**src/rtl/stopwatch_ctrl.sv**
```systemverilog
// Stopwatch run/pause/clear sequencer: button synchronizers, 1 Hz prescaler,
// and a BCD mm:ss counter that only advances while running.
module stopwatch_ctrl #(
    parameter int CLK_DIV = 50_000_000,
    parameter int MAX_MIN = 59
) (
    input  logic       clk,
    input  logic       rst,
    input  logic       btn_start,
    input  logic       btn_pause,
    input  logic       btn_clear,
    output logic       start_o,
    output logic       pause_o,
    output logic       tick,
    output logic [7:0] sec_bcd,
    output logic [7:0] min_bcd,
    output logic       rollover,
    output logic [1:0] state
);

    localparam int              PW          = (CLK_DIV > 1) ? $clog2(CLK_DIV) : 1;
    localparam logic [PW-1:0]   TERM        = PW'(CLK_DIV - 1);
    localparam logic [7:0]      MAX_MIN_BCD = 8'(((MAX_MIN / 10) * 16) + (MAX_MIN % 10));

    typedef enum logic [1:0] {
        IDLE   = 2'b00,
        RUN    = 2'b01,
        PAUSED = 2'b10
    } state_t;

    state_t        r_state;
    logic [PW-1:0] r_presc;
    logic [7:0]    r_sec;
    logic [7:0]    r_min;
    logic          r_tick;
    logic          r_roll;

    // Button vectors are packed {clear, pause, start}; _p0/_p1 synchronize, _p2 is the edge history.
    logic [2:0]    r_btn_p0;
    logic [2:0]    r_btn_p1;
    logic [2:0]    r_btn_p2;
    logic [2:0]    w_evt;
    logic          w_clr;
    logic          w_pse;
    logic          w_sta;
    logic          w_term;

    assign w_evt  = r_btn_p1 & ~r_btn_p2;
    assign w_clr  = w_evt[2];
    assign w_pse  = w_evt[1];
    assign w_sta  = w_evt[0];
    assign w_term = (r_presc == TERM);

    function automatic logic [7:0] bcd_inc(input logic [7:0] v);
        if (v[3:0] == 4'd9)
            return {v[7:4] + 4'd1, 4'd0};
        else
            return {v[7:4], v[3:0] + 4'd1};
    endfunction

    always_ff @(posedge clk or posedge rst) begin
        if (rst) begin
            r_btn_p0 <= '0;
            r_btn_p1 <= '0;
            r_btn_p2 <= '0;
            r_state  <= IDLE;
            r_presc  <= '0;
            r_sec    <= '0;
            r_min    <= '0;
            r_tick   <= 1'b0;
            r_roll   <= 1'b0;
        end else begin
            r_btn_p0 <= {btn_clear, btn_pause, btn_start};
            r_btn_p1 <= r_btn_p0;
            r_btn_p2 <= r_btn_p1;
            r_tick   <= 1'b0;
            r_roll   <= 1'b0;
            if (w_clr) begin
                r_state <= IDLE;
                r_presc <= '0;
                r_sec   <= '0;
                r_min   <= '0;
            end else begin
                case (r_state)
                    IDLE: begin
                        if (w_sta)
                            r_state <= RUN;
                    end
                    RUN: begin
                        // A pause landing on terminal count still lets this tick through.
                        if (w_pse)
                            r_state <= PAUSED;
                        if (w_term) begin
                            r_presc <= '0;
                            r_tick  <= 1'b1;
                            if (r_sec == 8'h59) begin
                                r_sec <= 8'h00;
                                if (r_min == MAX_MIN_BCD) begin
                                    r_min  <= 8'h00;
                                    r_roll <= 1'b1;
                                end else begin
                                    r_min <= bcd_inc(r_min);
                                end
                            end else begin
                                r_sec <= bcd_inc(r_sec);
                            end
                        end else begin
                            r_presc <= r_presc + 1'b1;
                        end
                    end
                    PAUSED: begin
                        if (w_sta)
                            r_state <= RUN;
                    end
                    default: r_state <= IDLE;
                endcase
            end
        end
    end

    assign start_o  = (r_state == RUN);
    assign pause_o  = (r_state == PAUSED);
    assign tick     = r_tick;
    assign rollover = r_roll;
    assign sec_bcd  = r_sec;
    assign min_bcd  = r_min;
    assign state    = r_state;

endmodule
```
**config.mk**
```make
export PLATFORM = sky130hd
export DESIGN_NAME = stopwatch_ctrl
export DESIGN_NICKNAME = d
export VERILOG_FILES = /design/src/rtl/stopwatch_ctrl.sv
export SDC_FILE = /design/constraint.sdc
export NUM_CORES = 1
export LEC_CHECK = 0
export ABC_AREA = 1
export ABC_CLOCK_PERIOD_IN_PS = 5200
export CAP_MARGIN = 0
export CORE_UTILIZATION = 46
export CTS_BUF_LIST = sky130_fd_sc_hd__clkbuf_16
export CTS_CLUSTER_DIAMETER = 120
export DETAILED_ROUTE_END_ITERATION = 7
export DONT_BUFFER_PORTS = 1
export PLACE_DENSITY_LB_ADDON = 0.25
export REMOVE_ABC_BUFFERS = 1
export SYNTH_ARGS = -nofsm -noshare
export SYNTH_HDL_FRONTEND = slang
export SYNTH_SLANG_ARGS = --single-unit
```
**constraint.sdc**
```tcl
create_clock -name clk -period 5.2 [get_ports clk]
set_input_delay 1.04 -clock clk [delete_from_list [all_inputs] [get_ports clk]]
set_output_delay 1.04 -clock clk [all_outputs]
set_load 0.05 [all_outputs]
```
### After elaboration in Yosys (flattened, before gate mapping)

Cells that the tools add are included.
W data, S select, Z words.

* register bits: 55
* input port bits: 5
* output and inout port bits: 22

* $add $sub $neg: 5
* equality and inequality tests: 9
* multiplexer cells: 26
* bitwise gates (word level): 2
* reductions and logical operators: 12

Operator list (number)
* $mux W8: 11
* $mux W26: 3
* $add A26 B1 Y26 const B: 1
* $eq A26 B26 Y1 const B: 1
* $add A4 B1 Y4 const B: 4
* $eq A8 B7 Y1 const B: 2
* $eq A4 B4 Y1 const B: 2
* $mux W1: 8
* $mux W2: 3
* $ne A3 B1 Y1 const B: 2
* $reduce_and A3 Y1: 2
* $reduce_bool A2 Y1: 3
* $reduce_bool A3 Y1: 2
* $pmux W2 S2: 1
* $reduce_and A2 Y1: 2
* $reduce_and A4 Y1: 1
* $and A3 B3 Y3: 1
* $not A3 Y3: 1
* $eq A2 B1 Y1 const B: 1
* $eq A2 B2 Y1 const B: 1
* $logic_not A2 Y1: 1
* $reduce_or A2 Y1: 1

### Depth between registers and ports, before layout

Gate-level depths: netlist of the first run.

* depth after elaboration: 7
* gate-level depth with buffers: 11
* mapped depth without buffers: 10

### Worst setup path before layout of the first run

No wires, ideal clock.

* kind: reg-to-output
* start point: register r_state[1] (netlist: state[1])
* end point: output port pause_o
* arrival time: 1392 ps
* data required time: 4160 ps
* path slack: 2768 ps
* cell stages (with the launch flop): 3
* buffers on the path: 0
* cells stage by stage: dfrtp_1 inv_1 nor2_1

* word-level cells in the longest chain between the ends: 1

RTL lines
* from (decl): RTL line 31 `state_t r_state;`
* from (signal assigned): RTL line 66 `r_state <= IDLE;`
* from (signal assigned): RTL line 79 `r_state <= IDLE;`
* from (signal assigned): RTL line 87 `r_state <= RUN;`
* $eq A2 B2 Y1: RTL line 122 `assign pause_o = (r_state == PAUSED);`
* to (decl): RTL line 13 `output logic pause_o,`

No other way between the ends.

### Final worst setup path of the first run

Ends and elaborated chain as after synthesis.

==> key figures, run 1 <==
STA
  – Fmax: 0.3558 GHz
  – Final Slew Violations: 0
  – Worst Clk Skew: 6.077 ps
  – # setup viols final: 0
  – Setup ws final: 2390 ps
  – Slew @ Worst Pin: 883.4 ps
  – Unrepaired setup endpoints after global routing: no
  – Hold WS: 352.8 ps
  – Hold Vio Cnt, Final: 0
  – Minimum clock period: 2810 ps
  – Setup TNS: 0 ps
  – Slew headroom: 40.89%
  – Final period utilization: 54.05%

Place
  – # placed instances: 470
  – Final Wtd Congestion: 0.8221
  – Dpl hpwl: 4366 um
  – Worst Setup Slack post-DPL: 2692 ps
  – PortBufs: 0

Clocking
  – Resized Gates After CTS: 0
  – Root Buffer Master: clkbuf_16
  – Post-CTS Setup Bufs: 0
  – Maximum buffer depth of the clock tree: 2
  – CTS tree: done
  – Worst skew pair latency: 290 ps
  – H-Tree Depth: 2
  – # hold bufs at CTS: 0
  – CTS clk-pin slew, worst paths: 70 ps
  – Total CTS buffers: 5
  – CTS Sinks: 55

Routing
  – Post-route ant nets: 0
  – Vias: 2435
  – 1st-pass router iterations: 4
  – DRC Markers: 0
  – Vias per inst: 5.094
  – Total Wirelength: 6080 um
  – Routed len/inst: 12.72 um
  – Drt initial violations: 139

Worst setup path
  – CP Data Required Time: 4160 ps
  – Worst setup SP type: flop
  – CP Max Fanout: 3
  – Arr. time, crit path: 1770 ps
  – Crit Path Category: reg2out
  – CP Capture Type: primary output

Layout
  – Non-Filler Instances: 478
  – Antenna Cells: 0
  – Final Net Count: 414
  – Layout cell share with drive strength beyond 1: 6.983%
  – Area growth from synthesis to layout: 6.877%

Synth
  – Sequential share of the synthesized area: 45.57%
  – Synthesized area: 3020 um^2
  – Post-synthesis cell type count: 28
  – Mapped Cells: 398
  – Average size of a mapped cell: 7.589 um^2
  – #FFs+latches synth: 55
  – Warnings from Yosys: 0

Floorplan
  – Die X-Extent: 83.03 um
  – Num rows: 29
  – Total core area: 6350 um^2
  – DIE AREA: 6894 um^2
  – Num ports: 27
  – Effective utilization at floorplan: 47.57%
  – Die Y: 83.03 um

Global route
  – Vias in the first global route: 2409
  – Grt met1 use: 24.84%
  – Total grt overflow: 0
  – M2 GR Usage: 33.31%
  – Top Usage Layer GRT: met2
  – Global-route wire length before repair: 10770 um
  – GRT Util Overall: 19.23%
  – Antenna violations before repair: 0
  – Largest net degree at the start of global routing: 56
  – GRT met3 Usage: 3.181%

Hold path
  – Worst Hold Class: reg2reg

Power and ir drop
  – P_leak: 0.001512 uW
  – Total power: 981.3 uW
  – Max rail drop VDD: 255.6 uV
  – PD cells: 304.0 nW/um^2

Job
  – Max Cap Viol: 0

Outcome
  – Status: completed
## state kept, by name, summed over array words and instances (netlist names)
name / count
r_btn_p2: 3
r_btn_p0: 3
state: 2
tick: 1
min_bcd: 8
r_presc: 26
rollover: 1
r_btn_p1: 3
sec_bcd: 8
## final timing paths
path	end	start	cells past startpoint	slack, ps
worst min register to register	r_btn_p1[2]$_DFF_PP0_	r_btn_p0[2]$_DFF_PP0_	0	350
max in group asynchronous	r_presc[1]$_DFFE_PP0P_	rst	2	3940
min in group asynchronous	r_btn_p2[0]$_DFF_PP0_	rst	2	810
worst max register to register	min_bcd[2]$_DFFE_PP0P_	state[0]$_DFFE_PP0P_	6	2970
worst max-delay path	pause_o	state[1]$_DFFE_PP0P_	2	2390
worst min-delay path	r_btn_p1[2]$_DFF_PP0_	r_btn_p0[2]$_DFF_PP0_	0	350
## per-layer routing
metal,up-vias,part of all wire [%]
li1,1259,-
met1,1134,46
met2,36,49
met3,6,4.1
met4,0,1.3
met5,-,0
## cell usage in the layout, fill, tap and decap left out, drive strengths merged
| master | netlist | final |
|---|---|---|
| o21bai | 1 | 1 |
| xnor2 | 4 | 4 |
| or2 | 1 | 1 |
| nand3b | 1 | 1 |
| nor3 | 12 | 12 |
| nor3b | 1 | 1 |
| clkinv | 0 | 2 |
| nand4 | 10 | 10 |
| a21oi | 7 | 7 |
| o31ai | 2 | 2 |
| nand3 | 45 | 45 |
| xor2 | 10 | 10 |
| nor2 | 72 | 72 |
| o21ai | 7 | 7 |
| nand2 | 105 | 105 |
| inv | 50 | 50 |
| buf | 5 | 1 |
| dfrtp | 55 | 55 |
| clkbuf | 1 | 5 |
| ha | 9 | 9 |
| clkinvlp | 0 | 1 |
## kinds of logic after synthesis
group,after synthesis,share of synthesized area (%)
buffers and inverters,56,7.746
AO/OA/AOI/OAI,17,3.189
flip-flops,55,45.57
adder cells (fa/ha/maj),9,3.728
XOR/XNOR,14,4.059
AND/OR/NAND/NOR,247,35.71
## synth_stat cells
| cell | n | area, um^2 |
|---|---|---|
| xnor2_1 | 4 | 35.03 |
| nor2_2 | 6 | 37.54 |
| or2_2 | 1 | 6.260 |
| nand3b_1 | 1 | 7.510 |
| nand3_1 | 44 | 220.2 |
| dfrtp_1 | 55 | 1376 |
| buf_6 | 2 | 22.52 |
| o21ai_2 | 1 | 8.760 |
| nor2_1 | 64 | 240.2 |
| o31ai_1 | 2 | 15.01 |
| clkbuf_1 | 1 | 3.750 |
| nor2_4 | 2 | 22.52 |
| o21bai_1 | 1 | 7.510 |
| buf_2 | 1 | 5.000 |
| o21ai_1 | 1 | 5.000 |
| nand3_2 | 1 | 10.01 |
| ha_1 | 9 | 112.6 |
| a21oi_1 | 7 | 35.03 |
| nor3b_1 | 1 | 7.510 |
| nand2_2 | 4 | 25.02 |
| nand4_1 | 10 | 62.56 |
| o21ai_0 | 5 | 25.02 |
| inv_1 | 47 | 176.4 |
| nor3_1 | 12 | 60.06 |
| xor2_1 | 10 | 87.58 |
| nand2_1 | 101 | 379.1 |
| buf_4 | 2 | 15.01 |
| inv_2 | 3 | 11.26 |
## final cells by class
class	instances	area [um^2]
clock inverters	3	25.02
fillers	636	3122
flip-flops and latches	55	1376
multi-input cells	287	1410
inverters	50	187.7
clock buffers	5	125.1
well taps	77	96.34
repair buffers	1	7.507
## worst max-delay path: stages, from the launching register on
cell,delay [ps]
dfrtp_1,670
inv_1,110
nor2_1,690
## report_power, final
part / switching, uW / leakage, uW / internal, uW
Combinational: 73.3 / 0.000705 / 33.4
Sequential: 81.1 / 0.000737 / 452
Clock: 161 / 0.0000700 / 181
## per-stage QoR
stage	util [%]	area, um^2
5_1_grt	50.84	3228
6_report	50.84	3228
3_5_place_dp	48.47	3078
4_1_cts	50.84	3228
2_1_floorplan	-	2974
3_3_place_gp	48.47	3078
(Power assumes the default switching activity.)
==> inputs of run 2 (changes only) <==
--- a/config.mk
+++ b/config.mk
@@ -6,7 +6,7 @@
 export NUM_CORES = 1
 export LEC_CHECK = 0
 export ABC_AREA = 1
-export ABC_CLOCK_PERIOD_IN_PS = 5200
+export ABC_CLOCK_PERIOD_IN_PS = 2400
 export CAP_MARGIN = 0
 export CORE_UTILIZATION = 46
 export CTS_BUF_LIST = sky130_fd_sc_hd__clkbuf_16
==> constraint.sdc (replaced) <==
create_clock -name clk -period 2.4 [get_ports clk]
set_input_delay 0.48 -clock clk [delete_from_list [all_inputs] [get_ports clk]]
set_output_delay 0.48 -clock clk [all_outputs]
set_load 0.05 [all_outputs]
==> key figures, run 2 (synthesis gave the netlist of run 1 again) <==
Routing
  – Post-route ant nets: 0 (unchanged)
  – DRC Markers: 0 (unchanged)
  – Total Wirelength: 6380 um (+4.9%)
  – Vias: 2546 (+4.6%)
  – Vias per inst: 5.133 (+0.76%)
  – Routed len/inst: 12.86 um (+1.1%)
  – 1st-pass router iterations: 4 (unchanged)
  – Drt initial violations: 171 (+23%)

Hold path
  – Worst Hold Class: in2reg

Worst setup path
  – Worst reg-to-reg setup slack: 590 ps (-2380 ps)
  – R2r endpoint: min_bcd[7]$_DFFE_PP0P_
  – CP Capture Type: flop
  – Worst setup SP type: flop
  – CP Data Required Time: 2630 ps (-1530 ps)
  – CP Max Fanout: 22 (+19)
  – Arr. time, crit path: 2040 ps (+270 ps)
  – Reg2reg path depth: 10 (+4)
  – Critical path startpoint: r_presc[0]$_DFFE_PP0P_
  – Worst reg2reg startpoint: r_presc[0]$_DFFE_PP0P_
  – Crit Path Category: reg2reg
  – Worst Setup EP: min_bcd[7]$_DFFE_PP0P_

Floorplan
  – DIE AREA: 6894 um^2 (unchanged)
  – Total core area: 6350 um^2 (unchanged)
  – Effective utilization at floorplan: 47.57% (unchanged)
  – Num ports: 27 (unchanged)
  – Die X-Extent: 83.03 um (unchanged)
  – Num rows: 29 (unchanged)
  – Die Y: 83.03 um (unchanged)

Layout
  – Leading cell types in the layout, fill and taps excluded: 101 x nand2_1, 64 x nor2_1, 55 x dfrtp_1
  – Design area: 3369 um^2 (+4.4%)
  – Layout cell share with drive strength beyond 1: 10.50% (+3.5 points)
  – Antenna Cells: 0 (unchanged)
  – Final Net Count: 432 (+4.3%)
  – # fillers: 610 (-4.1%)
  – Area growth from synthesis to layout: 11.56%
  – Most common cell after layout, fill and taps aside: nand2_1
  – Max reg flops: 26 (unchanged)
  – Reg with most FFs: r_presc

STA
  – Hold Vio Cnt, Final: 0 (unchanged)
  – Fmax: 0.5510 GHz
  – Worst Clk Skew: 5.792 ps (-0.2849 ps)
  – Minimum clock period: 1815 ps
  – Unrepaired setup endpoints after global routing: no
  – Slew headroom: 60.09% (+19 points)
  – Final period utilization: 75.62%
  – Final Slew Violations: 0 (unchanged)
  – # setup viols final: 0 (unchanged)
  – Setup TNS: 0 ps (unchanged)
  – Slew @ Worst Pin: 598.7 ps (-284.7 ps)

Power and ir drop
  – P_leak: 0.001609 uW (+6.5%)
  – Clock power frac: 33.1% (-1.7 points)
  – Comb power frac: 16.3% (+5.4 points)
  – NetSw: 671.9 uW (+110%)
  – Cell Int Power: 1471 uW (+120%)
  – Seq pwr share: 50.6% (-3.7 points)
  – Total power: 2143 uW (+120%)
  – Sw Ratio: 31.36% (-0.75 points)
  – PD cells: 635.9 nW/um^2 (+110%)
  – Max rail drop VDD: 609.4 uV (+140%)

Clocking
  – CTS clk-pin slew, worst paths: 70 ps (about the same)
  – H-Tree Depth: 2 (unchanged)
  – CTS Sinks: 55 (unchanged)
  – Maximum buffer depth of the clock tree: 2 (unchanged)
  – Worst skew pair latency: 290 ps (about the same)
  – CTS tree: done
  – Total CTS buffers: 5 (unchanged)
  – Post-CTS Setup Bufs: 0 (unchanged)
  – Root Buffer Master: clkbuf_16

Place
  – Final Wtd Congestion: 0.8670 (+5.5%)
  – PortBufs: 0 (unchanged)
  – Area post-placement: 3218 um^2 (+4.6%)
  – Dpl hpwl: 4819 um (+10%)

Job
  – Max Cap Viol: 0 (unchanged)

Global route
  – Total grt overflow: 0 (unchanged)
  – Global-route wire length before repair: 11560 um (+7.4%)
  – Vias in the first global route: 2557 (+6.1%)
  – Largest net degree at the start of global routing: 26 (-54%)
  – Antenna violations before repair: 0 (unchanged)
  – GRT Util Overall: 20.52% (+1.3 points)

Outcome
  – Status: completed
==> run 2: power groups by stage <==
| stage | clock [uW] | combinational (uW) | sequential [uW] |
|---|---|---|---|
| final | 708 | 349 | 1090 |
| after CTS | 729 | 355 | 1090 |
| after global placement | 0 | 348 | 1100 |
| after detailed placement | 0 | 353 | 1100 |
| after global routing | 756 | 390 | 1090 |
| after floorplan | 0 | 194 | 1160 |
==> run 2: how the worst min path moves through the flow <==
stage | startpoint | cells past startpoint | to | slack, ps
CTS | btn_start | 0 | r_btn_p0[0]$_DFF_PP0_ | 210
global route | btn_start | 0 | r_btn_p0[0]$_DFF_PP0_ | 200
finish | btn_start | 0 | r_btn_p0[0]$_DFF_PP0_ | 210
detailed placement | rst | 1 | r_btn_p0[0]$_DFF_PP0_ | 290
global placement | rst | 1 | r_btn_p0[0]$_DFF_PP0_ | 290
floorplan | r_btn_p0[0]$_DFF_PP0_ | 0 | r_btn_p1[0]$_DFF_PP0_ | 330
==> run 2: critical path: stages (launching register included) <==
cell	delay (ps)
dfrtp_1	390
ha_1	200
nand2_1	110
nor2_4	160
nand2_2	100
nor2_4	140
nand3_2	80
nand2_2	200
buf_12	200
nand3_1	90
nand2_1	80
==> run 2: repair_timing <==
item	4_1_cts	5_1_grt
resized for setup	0	0
endpoints found under the hold margin	9	0
hold buffers	1	0
==> run 2: routing by layer <==
metal	vias up	routed length, um	share of wire, %	GRT usage (%)
li1	1297	-	-	-
met1	1193	3057	48	27.52
met2	54	2951	46	33.68
met3	2	330	5.2	3.877
met4	0	40	0.63	6.426
met5	-	0	0	0
==> run 2: final cells by class <==
type	instances	area, um^2	area share (%)
clock inverters	3	16.27	0.4827
clock buffers	5	125.1	3.713
flip-flops and latches	55	1376	40.85
multi-input cells	287	1410	41.85
repair buffers	19	157.7	4.679
well taps	77	96.34	2.859
inverters	50	187.7	5.570
==> run 2: metrics by stage <==
stage | instances | hold slack (ps) | setup slack (ps) | util [%]
floorplan | 392 | 331.2 | 494.8 | -
global placement | 487 | 286.3 | 641.3 | 50.68
detailed placement | 487 | 293.8 | 588.0 | 50.68
CTS | 496 | 207.4 | 567.4 | 53.06
global route | 496 | 204.7 | 355.5 | 53.06
finish | 496 | 213.7 | 585.2 | 53.06
